===== config.mk =====
export PLATFORM = sky130hd
export DESIGN_NAME = gem_irq_coalescer
export DESIGN_NICKNAME = d
export VERILOG_FILES = /design/src/rtl/gem_irq_coalescer_pkg.sv /design/src/rtl/gem_irq_coalescer_channel.sv /design/src/rtl/gem_irq_coalescer.sv
export SDC_FILE = /design/constraint.sdc
export NUM_CORES = 1
export LEC_CHECK = 0
export CAP_MARGIN = 30
export CORE_MARGIN = 3
export CORE_UTILIZATION = 40
export DETAILED_ROUTE_END_ITERATION = 6
export PLACE_DENSITY = 0.64
export RECOVER_POWER = 100
export REMOVE_ABC_BUFFERS = 1
export SLEW_MARGIN = 20
export SYNTH_ARGS = -nofsm -noshare
export SYNTH_HDL_FRONTEND = slang
export SYNTH_SLANG_ARGS = --single-unit
export TNS_END_PERCENT = 5

===== constraint.sdc =====
create_clock -name clock -period 8.1 [get_ports clock]
set_clock_uncertainty 0.1 [all_clocks]
set_input_delay 0.81 -clock clock [delete_from_list [all_inputs] [get_ports clock]]
set_output_delay 0.81 -clock clock [all_outputs]
set_load 0.01 [all_outputs]

===== src/rtl/gem_irq_coalescer_pkg.sv =====
`default_nettype none
// ============================================================================
// Module   : sp_unit_config (package)
// Purpose  : Shared constants and enums for the GEM interrupt coalescer.
// Revision : 1.0 - initial release
// ============================================================================
package sp_unit_config;

    localparam int GEM_RXDONE_BITN = 0;
    localparam int GEM_TXDONE_BITN = 1;

    typedef enum logic [2:0] {
        REG_ISR        = 3'd0,
        REG_IER        = 3'd1,
        REG_RX_THRESH  = 3'd2,
        REG_RX_TIMEOUT = 3'd3,
        REG_TX_THRESH  = 3'd4,
        REG_TX_TIMEOUT = 3'd5,
        REG_RX_PENDING = 3'd6,
        REG_TX_PENDING = 3'd7
    } gem_reg_e;

    typedef enum logic [0:0] {
        CH_IDLE  = 1'b0,
        CH_ACCUM = 1'b1
    } ch_state_e;

endpackage
`default_nettype wire


===== src/rtl/gem_irq_coalescer_channel.sv =====
`default_nettype none
// ============================================================================
// Module   : gem_irq_coalesce_channel
// Purpose  : One direction of one queue: counts events, fires on threshold
//            or on timeout measured from the first pending event.
// Revision : 1.0 - initial release
// ============================================================================
module gem_irq_coalesce_channel
    import sp_unit_config::*;
#(
    parameter int unsigned CNT_WIDTH = 8,
    parameter int unsigned TMR_WIDTH = 16
) (
    input  logic                 clock,
    input  logic                 resetn,
    input  logic                 event_in,
    input  logic [CNT_WIDTH-1:0] thresh,
    input  logic [TMR_WIDTH-1:0] timeout,
    output logic                 fire,
    output logic [CNT_WIDTH-1:0] pending
);

    ch_state_e            state_q, state_d;
    logic [CNT_WIDTH-1:0] pending_q, pending_d;
    logic [TMR_WIDTH-1:0] timer_q, timer_d;

    logic [CNT_WIDTH-1:0] pend_inc;
    logic [CNT_WIDTH-1:0] thresh_eff;
    logic                 tmo_hit;

    always_ff @(posedge clock or negedge resetn) begin
        if (!resetn) begin
            state_q   <= CH_IDLE;
            pending_q <= '0;
            timer_q   <= '0;
        end else begin
            state_q   <= state_d;
            pending_q <= pending_d;
            timer_q   <= timer_d;
        end
    end

    always_comb begin
        state_d    = state_q;
        pending_d  = pending_q;
        timer_d    = timer_q;
        fire       = 1'b0;
        // A zero threshold is treated as one, i.e. every event fires.
        thresh_eff = (thresh == '0) ? CNT_WIDTH'(1) : thresh;
        pend_inc   = (event_in && (pending_q != '1)) ? pending_q + CNT_WIDTH'(1) : pending_q;
        tmo_hit    = (timeout != '0) && (timer_q == timeout - TMR_WIDTH'(1));

        case (state_q)
            CH_IDLE: begin
                if (event_in) begin
                    if (thresh_eff == CNT_WIDTH'(1)) begin
                        fire = 1'b1;
                    end else begin
                        pending_d = CNT_WIDTH'(1);
                        state_d   = CH_ACCUM;
                    end
                end
            end
            CH_ACCUM: begin
                timer_d   = timer_q + TMR_WIDTH'(1);
                pending_d = pend_inc;
                if ((pend_inc >= thresh_eff) || tmo_hit) begin
                    fire      = 1'b1;
                    pending_d = '0;
                    timer_d   = '0;
                    state_d   = CH_IDLE;
                end
            end
            default: state_d = CH_IDLE;
        endcase
    end

    assign pending = pending_q;

endmodule
`default_nettype wire


===== src/rtl/gem_irq_coalescer.sv =====
`default_nettype none
// ============================================================================
// Module   : gem_irq_coalescer
// Purpose  : Per-queue RX/TX interrupt status, enable and moderation
//            registers with a registered read port.
// Revision : 1.0 - initial release
// ============================================================================
module gem_irq_coalescer
    import sp_unit_config::*;
#(
    parameter int unsigned NQUEUES   = 2,
    parameter int unsigned CNT_WIDTH = 8,
    parameter int unsigned TMR_WIDTH = 16
) (
    input  logic                   clock,
    input  logic                   resetn,
    input  logic [NQUEUES-1:0]     rx_event,
    input  logic [NQUEUES-1:0]     tx_event,
    input  logic                   cfg_we,
    input  logic                   cfg_re,
    input  logic [3:0]             cfg_queue,
    input  logic [2:0]             cfg_addr,
    input  logic [31:0]            cfg_wdata,
    output logic [31:0]            cfg_rdata,
    output logic [2*NQUEUES-1:0]   isr,
    output logic [NQUEUES-1:0]     irq_q,
    output logic                   gem_irq
);

    logic [2*NQUEUES-1:0]               isr_q, isr_d;
    logic [NQUEUES-1:0][1:0]            ier_q, ier_d;
    logic [NQUEUES-1:0][CNT_WIDTH-1:0]  rx_thresh_q, rx_thresh_d;
    logic [NQUEUES-1:0][CNT_WIDTH-1:0]  tx_thresh_q, tx_thresh_d;
    logic [NQUEUES-1:0][TMR_WIDTH-1:0]  rx_timeout_q, rx_timeout_d;
    logic [NQUEUES-1:0][TMR_WIDTH-1:0]  tx_timeout_q, tx_timeout_d;
    logic [31:0]                        rdata_q, rdata_d;

    logic [2*NQUEUES-1:0]               fire;
    logic [2*NQUEUES-1:0]               clr;
    logic [NQUEUES-1:0][CNT_WIDTH-1:0]  rx_pending;
    logic [NQUEUES-1:0][CNT_WIDTH-1:0]  tx_pending;
    logic [31:0]                        rd_val;
    logic                               unused_wdata;

    assign unused_wdata = ^cfg_wdata;

    always_ff @(posedge clock or negedge resetn) begin
        if (!resetn) begin
            isr_q        <= '0;
            ier_q        <= '0;
            rx_thresh_q  <= '0;
            tx_thresh_q  <= '0;
            rx_timeout_q <= '0;
            tx_timeout_q <= '0;
            rdata_q      <= '0;
        end else begin
            isr_q        <= isr_d;
            ier_q        <= ier_d;
            rx_thresh_q  <= rx_thresh_d;
            tx_thresh_q  <= tx_thresh_d;
            rx_timeout_q <= rx_timeout_d;
            tx_timeout_q <= tx_timeout_d;
            rdata_q      <= rdata_d;
        end
    end

    // Loop decode keeps out-of-range queue indices from touching any state.
    always_comb begin
        ier_d        = ier_q;
        rx_thresh_d  = rx_thresh_q;
        tx_thresh_d  = tx_thresh_q;
        rx_timeout_d = rx_timeout_q;
        tx_timeout_d = tx_timeout_q;
        rdata_d      = rdata_q;
        clr          = '0;
        rd_val       = '0;

        for (int q = 0; q < NQUEUES; q++) begin
            if (cfg_queue == 4'(q)) begin
                case (gem_reg_e'(cfg_addr))
                    REG_ISR: begin
                        rd_val = 32'(isr_q[2*q +: 2]);
                        if (cfg_we) clr[2*q +: 2] = cfg_wdata[1:0];
                    end
                    REG_IER: begin
                        rd_val = 32'(ier_q[q]);
                        if (cfg_we) ier_d[q] = cfg_wdata[1:0];
                    end
                    REG_RX_THRESH: begin
                        rd_val = 32'(rx_thresh_q[q]);
                        if (cfg_we) rx_thresh_d[q] = cfg_wdata[CNT_WIDTH-1:0];
                    end
                    REG_RX_TIMEOUT: begin
                        rd_val = 32'(rx_timeout_q[q]);
                        if (cfg_we) rx_timeout_d[q] = cfg_wdata[TMR_WIDTH-1:0];
                    end
                    REG_TX_THRESH: begin
                        rd_val = 32'(tx_thresh_q[q]);
                        if (cfg_we) tx_thresh_d[q] = cfg_wdata[CNT_WIDTH-1:0];
                    end
                    REG_TX_TIMEOUT: begin
                        rd_val = 32'(tx_timeout_q[q]);
                        if (cfg_we) tx_timeout_d[q] = cfg_wdata[TMR_WIDTH-1:0];
                    end
                    REG_RX_PENDING: rd_val = 32'(rx_pending[q]);
                    REG_TX_PENDING: rd_val = 32'(tx_pending[q]);
                    default: rd_val = '0;
                endcase
            end
        end

        // A fire in the same cycle as a W1C keeps the bit set.
        isr_d = (isr_q & ~clr) | fire;
        if (cfg_re) rdata_d = rd_val;
    end

    for (genvar q = 0; q < NQUEUES; q++) begin : g_queue
        gem_irq_coalesce_channel #(
            .CNT_WIDTH (CNT_WIDTH),
            .TMR_WIDTH (TMR_WIDTH)
        ) u_rx (
            .clock    (clock),
            .resetn   (resetn),
            .event_in (rx_event[q]),
            .thresh   (rx_thresh_q[q]),
            .timeout  (rx_timeout_q[q]),
            .fire     (fire[2*q + GEM_RXDONE_BITN]),
            .pending  (rx_pending[q])
        );

        gem_irq_coalesce_channel #(
            .CNT_WIDTH (CNT_WIDTH),
            .TMR_WIDTH (TMR_WIDTH)
        ) u_tx (
            .clock    (clock),
            .resetn   (resetn),
            .event_in (tx_event[q]),
            .thresh   (tx_thresh_q[q]),
            .timeout  (tx_timeout_q[q]),
            .fire     (fire[2*q + GEM_TXDONE_BITN]),
            .pending  (tx_pending[q])
        );

        assign irq_q[q] = |(isr_q[2*q +: 2] & ier_q[q]);
    end

    assign isr       = isr_q;
    assign gem_irq   = |irq_q;
    assign cfg_rdata = rdata_q;

endmodule
`default_nettype wire


[Word-level counts from Yosys, hierarchy flattened]
Index checks and enable logic that the tools add are counted.
Storage, ports and cells
  flip-flop bits (word level): 236
  latch bits: 0
  bits in writable memories: 0
  memory bits (read-only): 0
  input port bits: 47
  output and inout bits: 39
  word-level logic and storage cells: 184
  memories: 0
Cells by class
  $add $sub $neg: 12
  multiply operators: 0
  divide/modulo/power cells: 0
  $lt $le $gt $ge: 4
  equality and inequality tests: 28
  shift-type cells: 0
  multiplexer cells: 68
  bitwise gates (word level): 9
  reduce and logical (&&, ||, !) cells: 39
Operators with widths (number)
  32-bit case mux with 8 select lines: 2
  8-bit 2-to-1 mux: 20
  16-bit by 1-bit adder with 16-bit output (second input constant): 4
  16-bit equality test: 4
  16-bit 2-to-1 mux: 4
  32-bit 2-to-1 mux: 2
  8-bit case mux with 2 select lines: 4
  16-bit nonzero test: 4
  16-bit by 1-bit subtractor with 16-bit output (second input constant): 4
  8-bit by 1-bit adder with 8-bit output (second input constant): 4
  8-bit by 1-bit equality test with 1-bit output (second input constant): 4
  8-bit greater-or-equal comparator: 4
  8-bit logical NOT: 4
  8-bit inequality test (second input constant): 4
  3-bit AND reduction: 10
  1-bit 2-to-1 mux: 24
  2-bit inequality test (second input constant): 8
  1-bit case mux with 2 select lines: 8
  3-bit equality test (second input constant): 4
  1-bit logical AND: 8
  2-bit 2-to-1 mux: 4
  2-bit AND reduction: 4
  3-bit by 2-bit equality test with 1-bit output (second input constant): 2
  2-bit AND: 2
  11 further kinds: 18

[Logic depth before layout (Yosys ltp)]
Gate-level depths: netlist (run 1).
  depth in word-level cells: 8
  mapped depth: 18
  mapped depth without buffers: 16

[Cells and area by module]
Synthesis (run 1) repeated with hierarchy kept, for this count alone.
Second synthesis, totals
  cell total of the unflattened synthesis: 1426
  area total of the unflattened synthesis: 14387.5 um2
Modules (own cells, without submodules)
  gem_irq_coalesce_channel: times used 4, cells each 248, area each 2093.3 um2, sequential area each 625.6 um2
  gem_irq_coalescer: times used 1, cells each 434, area each 6014.5 um2, sequential area each 3002.9 um2

[Least setup slack after synthesis (run 1)]
Ideal clock, no wire load.
  kind: in2reg
  start point: in tx_event[1]
  end point: reg g_queue[1].u_tx.timer_q[8]
  setup time: 79 ps
  arrival time: 3425 ps
  data required time: 7921 ps
  slack: 4496 ps
  stages: 15
  path buffers: 2
  path through: inv_1 a31oi_1 nor2b_1 nor2_1 ha_1 nand2b_1 a21o_1 a21oi_1 o21ai_0 a31o_2 a211oi_1 clkbuf_1 clkbuf_1 a31oi_1 mux2i_1
Between the ends
  cells in the longest elaborated chain, start to end: 5
Ends and longest elaborated chain
  start: declaration: line gem_irq_coalescer.sv:18  | input logic [NQUEUES-1:0] tx_event,
  1-bit logical AND: line gem_irq_coalescer_channel.sv:50  | pend_inc = (event_in && (pending_q != '1)) ? pending_q + CNT_WIDTH'(1) : pending_q;
  8-bit 2-to-1 mux: line gem_irq_coalescer_channel.sv:50
  8-bit greater-or-equal comparator: line gem_irq_coalescer_channel.sv:67  | if ((pend_inc >= thresh_eff) || tmo_hit) begin
  1-bit logical OR: line gem_irq_coalescer_channel.sv:67
  16-bit 2-to-1 mux: line gem_irq_coalescer_channel.sv:67
  end signal: assignment: line gem_irq_coalescer_channel.sv:39  | timer_q <= timer_d;
  end: declaration: line gem_irq_coalescer_channel.sv:25  | logic [TMR_WIDTH-1:0] timer_q, timer_d;
No other way between the ends.
A chain may end at the register's enable or synchronous reset.

[Worst setup path in the final report (run 1)]
  start point: reg g_queue[0].u_rx.pending_q[1]
  end point: reg g_queue[0].u_rx.timer_q[11]
Between the ends
  cells in the longest elaborated chain, start to end: 6
  elaborated cells between the ends (all ways): 7
  classes of those cells: 1 x add/sub; 1 x order compare; 1 x eq/ne; 2 x mux; 2 x reduce/logical
Ends and longest elaborated chain
  start: declaration: line gem_irq_coalescer_channel.sv:24  | logic [CNT_WIDTH-1:0] pending_q, pending_d;
  start signal: assignment: line gem_irq_coalescer_channel.sv:38  | pending_q <= pending_d;
  branches (longest 2 deep; another with 8-bit by 1-bit adder with 8-bit output)
  8-bit 2-to-1 mux *: line gem_irq_coalescer_channel.sv:50
  8-bit greater-or-equal comparator *: line gem_irq_coalescer_channel.sv:67
  1-bit logical OR *: line gem_irq_coalescer_channel.sv:67
  16-bit 2-to-1 mux *: line gem_irq_coalescer_channel.sv:67
  end signal: assignment: line gem_irq_coalescer_channel.sv:39
  end: declaration: line gem_irq_coalescer_channel.sv:25
Mark *: on every way between the ends.

==> impl_metrics.ini, run 1 <==
[power]
p_per_area_nw_per_um2 = 237
fin_total_pwr_mw = 3.76
vdd_drop_max_mv = 0.168
total_leakage_power_nw = 6.93

[finish]
layout_common_cells = dfrtp_1 (220), nand2_1 (109), mux2_2 (105)
area_growth_pct = 11.0
num-fill-cells = 3340
final_cells = 1967
fin_area_um2 = 15900
finish.utilization = 0.455
layout-drive-gt1-share = 0.121
antenna_cells = 0
layout_commonest_cell = dfrtp_1
final_nets = 1585

[outcome]
violations = max-capacitance violations, max-slew violations
status = complete, but fails checks

[grt]
grt_start_max_net_pins = 179
antenna_found_initial = 0
grt_pass1_wl_um = 62800
grt_use_met3 = 0.0285
overflow = 0
gr-usage-met1 = 0.287
grt_pass1_vias = 11438
grt.total_usage = 0.200
grt_util_met2 = 0.309
top_usage_layer = met2

[logic_synthesis]
yosysTopAreaCellShare = 0.385
postSynth.asyncResetShare = 1.00
ys_seq_elements = 220
netlist_area_um2 = 14300
synth_area_leaders = dfrtp_1 (38%), mux2_2 (8.3%), ha_1 (3.8%)
synthCells = 1489
synth_warnings = 0
yosysTopAreaCell = dfrtp_1
ys_seq_area_frac = 0.385
synthFlopType = dfrtp_1
synth_enable_flop_cells = 0
syn_area_per_cell_um2 = 9.61
ys_types = 78

[worst_setup_path]
worst-path-buf-inv = 1
cpMostUsedCell = nor2_1
startpoint_type = flip-flop
reg2reg_depth = 17
cp_cell_sequence = ha_1 -> nand2_1 -> nor2_1 -> nand3_1 -> and2_0 -> nor2_1 -> nor2_1 -> ha_1 -> nand2b_1 -> a21o_1 -> a21oi_1 -> o21ai_0 -> a31o_2 -> a211oi_1 -> clkbuf_1 -> nand2_1 -> o311ai_0
cp_top_family = simple AND/OR/NAND/NOR gates
cp_num_cells = 17
timing.rr.start = g_queue[0].u_rx.pending[1]
regToRegEndpoint = g_queue[0].u_rx.timer_q[11]
endpoint = g_queue[0].u_rx.timer_q[11]
critPathMaxFanout = 30
cp_slowest_cell = clkbuf_1
cp.required_ns = 8.42
crit_start = g_queue[0].u_rx.pending[1]
cp-end-kind = flip-flop
ff2ff_setup_slack_ns = 3.03
slowest_delay_ns = 1.00
worstSetupPathType = flip-flop to flip-flop
cp.arrival_ns = 5.40

[timing]
setup_violations = 0
period_share = 0.626
finalWorstSetupSlack_ns = 3.03
worst_slew_margin_rel = -0.640
finalHoldViolations = 0
rsz0062_at_grt = false
holdWs_ns = 0.379
fmax_ghz = 0.197
fin_crit_ns = 5.07
drv_slew = 43
tns_ns = 0
worstMarginPinSlew_ns = 2.46

[detailed_routing]
drtIter0Drc = 840
dr.pass1.iters = 7
routed_wl_um = 38600
viasPerCell = 5.98
routedWlPerCell_um = 19.6
ant_nets = 0
vias = 11753
drc_errors = 0

[clock_tree]
cts_resized = 0
numCtsBuffers = 27
cts_htree_levels = 1
cts.sinks = 220
root_buffer = clkbuf_16
clockBufferDepth = 3
clk_pin_slew_worst_paths_ns = 0.06
cts_setup_buffers = 0
postCtsHoldBufs = 0
insertion_delay_ns = 0.54
cts_tree = yes

[job]
maxCapViolations = 1

[placement]
portBuffers = 53
placed_cells = 1920
dpl-instance-area_um2 = 15100
hpwlAfterDp_um = 27500
place_ws_ns = 3.56
place_congestion = 0.867

[floorplan]
initial_core_util = 0.410
io_pins = 86
die_height_um = 195
die_area_um2 = 38100
num_rows = 68
coreArea_um2 = 34900
die_w_um = 195

[hold_path]
min_path_type = flip-flop to flip-flop
[cells by family after synthesis]
kind of cell               count (synthesis)  share of synthesized area
AOI/OAI and AO/OA                        338                      0.169
buffers and inverters                    176                     0.0540
adders and majority gates                 44                     0.0385
and+or+nand+nor                          464                      0.171
xor gates and xnor gates                  98                     0.0600
muxes                                    148                      0.122
DFF                                      220                      0.385
other                                      1                   0.000262
[registers in the layout, indices dropped and copies added, names as in the netlist]
signal,count
cfg_rdata,16
g_queue.u_rx.pending,16
g_queue.u_rx.state_q,2
g_queue.u_rx.timer_q,32
g_queue.u_tx.pending,16
g_queue.u_tx.state_q,2
g_queue.u_tx.timer_q,32
ier_q,4
isr,4
rx_thresh_q,16
rx_timeout_q,32
tx_thresh_q,16
tx_timeout_q,32
[worst register-to-register path: stages (launching register included)]
cell and delay [ns]:
dfrtp_1 0.49, ha_1 0.26, nand2_1 0.07, nor2_1 0.20, nand3_1 0.12, and2_0 0.25, nor2_1 0.16, nor2_1 0.07
ha_1 0.27, nand2b_1 0.14, a21o_1 0.18, a21oi_1 0.15, o21ai_0 0.11, a31o_2 0.25, a211oi_1 0.22, clkbuf_1 1.00
nand2_1 0.52, o311ai_0 0.44
[cell usage after synthesis, types with 17 or more instances]
cell type  instances
nor2_1            68
a22oi_1           28
nand4_1           29
dfrtp_1          220
a31oi_1           29
o21ai_0           57
clkbuf_1          63
nand2_1          109
nor4_1            22
inv_1             70
a22o_1            24
mux2i_1           33
a21o_1            23
and3_1            28
xnor2_1           57
mux2_2           105
or3_1             17
nor3_1            29
a21oi_1           28
xor2_1            41
ha_1              44
nand3_1           70
buf_4             17
[worst min path at each step]
stage                    from  depth (start not counted)                         end
6_report         cfg_rdata[9]                          1                cfg_rdata[9]
5_1_grt         cfg_rdata[12]                          1               cfg_rdata[12]
4_1_cts                resetn                          1  g_queue[1].u_tx.timer_q[4]
3_5_place_dp    cfg_rdata[12]                          1               cfg_rdata[12]
2_1_floorplan  rx_thresh_q[9]                          1              rx_thresh_q[9]
3_3_place_gp     cfg_rdata[9]                          1                cfg_rdata[9]
[power by group]
| group | internal (mW) | leakage, nW | switching [mW] |
|---|---|---|---|
| Sequential | 1.21 | 2.96 | 0.219 |
| Combinational | 0.473 | 3.53 | 0.664 |
| Clock | 0.711 | 0.436 | 0.476 |
[cell type report]
cell class | instances | area [um^2] | area share
Tap cell | 455 | 569 | 0.0359
Multi-Input combinational cell | 1108 | 8050 | 0.507
Timing Repair Buffer | 65 | 603 | 0.0380
Inverter | 72 | 270 | 0.0170
Clock inverter | 9 | 76.3 | 0.00481
Sequential cell | 220 | 5510 | 0.347
Clock buffer | 38 | 797 | 0.0502
[routing by layer]
layer / part of all wire / wire, um
met1: 0.47 / 18000
met2: 0.44 / 17200
met3: 0.052 / 2000
met4: 0.038 / 1470
met5: 0 / 0
Power figures use the tool's default switching activity.
==> run 2, diff against run 1 <==
PLACE_DENSITY = 0.67   (was 0.64)
clock period = 4.1 ns   (was 8.1 ns; I/O delays follow)
==> impl_metrics.ini, run 2 (synthesis gave the netlist of run 1 again) <==
[grt]
grt_pass1_vias = 11505
grt_start_max_net_pins = 107
grt.total_usage = 0.200
overflow = 0
antenna_found_initial = 0
grt_pass1_wl_um = 62600

[timing]
finalHoldViolations = 0
holdWs_ns = 0.373
period_share = 0.933
worstMarginPinSlew_ns = 1.94
setup_violations = 0
drv_slew = 74
worst_slew_margin_rel = -0.297
rsz0062_at_grt = false
fmax_ghz = 0.261
fin_crit_ns = 3.83

[detailed_routing]
drc_errors = 0
drtIter0Drc = 1063
vias = 11920
viasPerCell = 5.98
routedWlPerCell_um = 19.6
dr.pass1.iters = 5
ant_nets = 0
routed_wl_um = 39000

[floorplan]
initial_core_util = 0.410
coreArea_um2 = 34900
die_height_um = 195
die_area_um2 = 38100
io_pins = 86
num_rows = 68
die_w_um = 195

[outcome]
violations = max-capacitance violations, max-slew violations
status = complete, but fails checks

[placement]
hpwlAfterDp_um = 28200
placed_cells = 1944
place_congestion = 0.858
dpl-instance-area_um2 = 15300
portBuffers = 53

[clock_tree]
cts_tree = yes
numCtsBuffers = 26
clockBufferDepth = 3
cts.sinks = 220
root_buffer = clkbuf_16
clk_pin_slew_worst_paths_ns = 0.06
insertion_delay_ns = 0.53
cts_setup_buffers = 0
cts_htree_levels = 1

[power]
total_leakage_power_nw = 7.09
vdd_drop_max_mv = 0.374
p_per_area_nw_per_um2 = 478

[finish]
finish.utilization = 0.463
layout-drive-gt1-share = 0.135
num-fill-cells = 3271
fin_area_um2 = 16200
multi_input_area_um2 = 8090
antenna_cells = 0
area_growth_pct = 12.9
layout_commonest_cell = dfrtp_1
layout_common_cells = dfrtp_1 (220), nand2_1 (108), mux2_2 (104)
regArea_um2 = 5510
final_cells = 1992
final_nets = 1609

[worst_setup_path]
worstSetupPathType = flip-flop to flip-flop
ff2ff_setup_slack_ns = 0.27
cp.required_ns = 4.42
critPathMaxFanout = 14
cp-end-kind = flip-flop
cp.arrival_ns = 4.15
startpoint_type = flip-flop
crit_start = rx_timeout_q[17]
timing.rr.start = rx_timeout_q[17]

[job]
maxCapViolations = 1

[hold_path]
hold_start = cfg_rdata[3]
min_path_type = flip-flop to flip-flop
==> run 2: changes by cell type in the layout (fill, tap and decap cells not counted), moves of 2 or more <==
cell,previous run,this run
buf_4,6,21
bufinv_16,1,4
clkbuf_1,9,12
clkbuf_2,0,3
o311ai_0,8,5
o311ai_1,0,3
a211oi_1,10,8
a211oi_2,0,2
==> run 2: critical path, stage by stage (launching register included) <==
cell	delay [ns]
dfrtp_1	0.43
inv_1	0.08
ha_1	0.20
or4b_1	0.59
or3_1	0.38
o21ai_1	0.14
nor4b_4	0.20
o2111ai_1	0.19
o31ai_4	0.54
clkbuf_1	0.46
o21ai_0	0.17
a21o_1	0.21
==> run 2: path summary, 6_finish.rpt <==
kind / to / cells past startpoint
max in group asynchronous: g_queue[0].u_rx.timer_q[15] / 3
worst min register to register: cfg_rdata[3] / 1
worst min-delay path: cfg_rdata[3] / 1
min in group asynchronous: g_queue[1].u_tx.timer_q[2] / 2
worst max register to register: g_queue[1].u_rx.timer_q[13] / 11
worst max-delay path: g_queue[1].u_rx.timer_q[13] / 11
==> run 2: power by group <==
group	internal (mW)	switching, mW
Sequential	2.40	0.422
Combinational	1.02	1.37
Clock	1.59	0.926
Total	5.00	2.72
==> run 2: routing by layer <==
layer / vias to the layer above / wire (um) / global-route usage
li1: 5567 / - / -
met1: 5881 / 17800 / 0.282
met2: 394 / 17600 / 0.319
met3: 78 / 2430 / 0.0269
met4: 0 / 1240 / 0.0642
met5: - / 0 / 0
==> run 2: per-stage QoR <==
step / worst slack [ns] / total power, mW / setup TNS (ns)
floorplan: -1.06 / 4.37 / -32.29
global placement: 0.255 / 5.18 / 0
detailed placement: 0.197 / 5.27 / 0
CTS: 0.223 / 7.82 / 0
global route: 0.00627 / 8.18 / 0
finish: 0.274 / 7.72 / 0
==> run 2: layout make-up <==
class                           instances  area share
Tap cell                              455      0.0352
Multi-Input combinational cell       1108       0.500
Clock buffer                           36      0.0489
Timing Repair Buffer                   90      0.0482
Sequential cell                       220       0.341
Inverter                               72      0.0167
Clock inverter                         11     0.00976
==> run 2: what timing repair did <==
action                                 in CTS  in global routing
setup endpoints to repair                   0                  1
hold buffers                                1                  0
gates resized for setup                     0                  2
endpoints found under the hold margin      72                  0
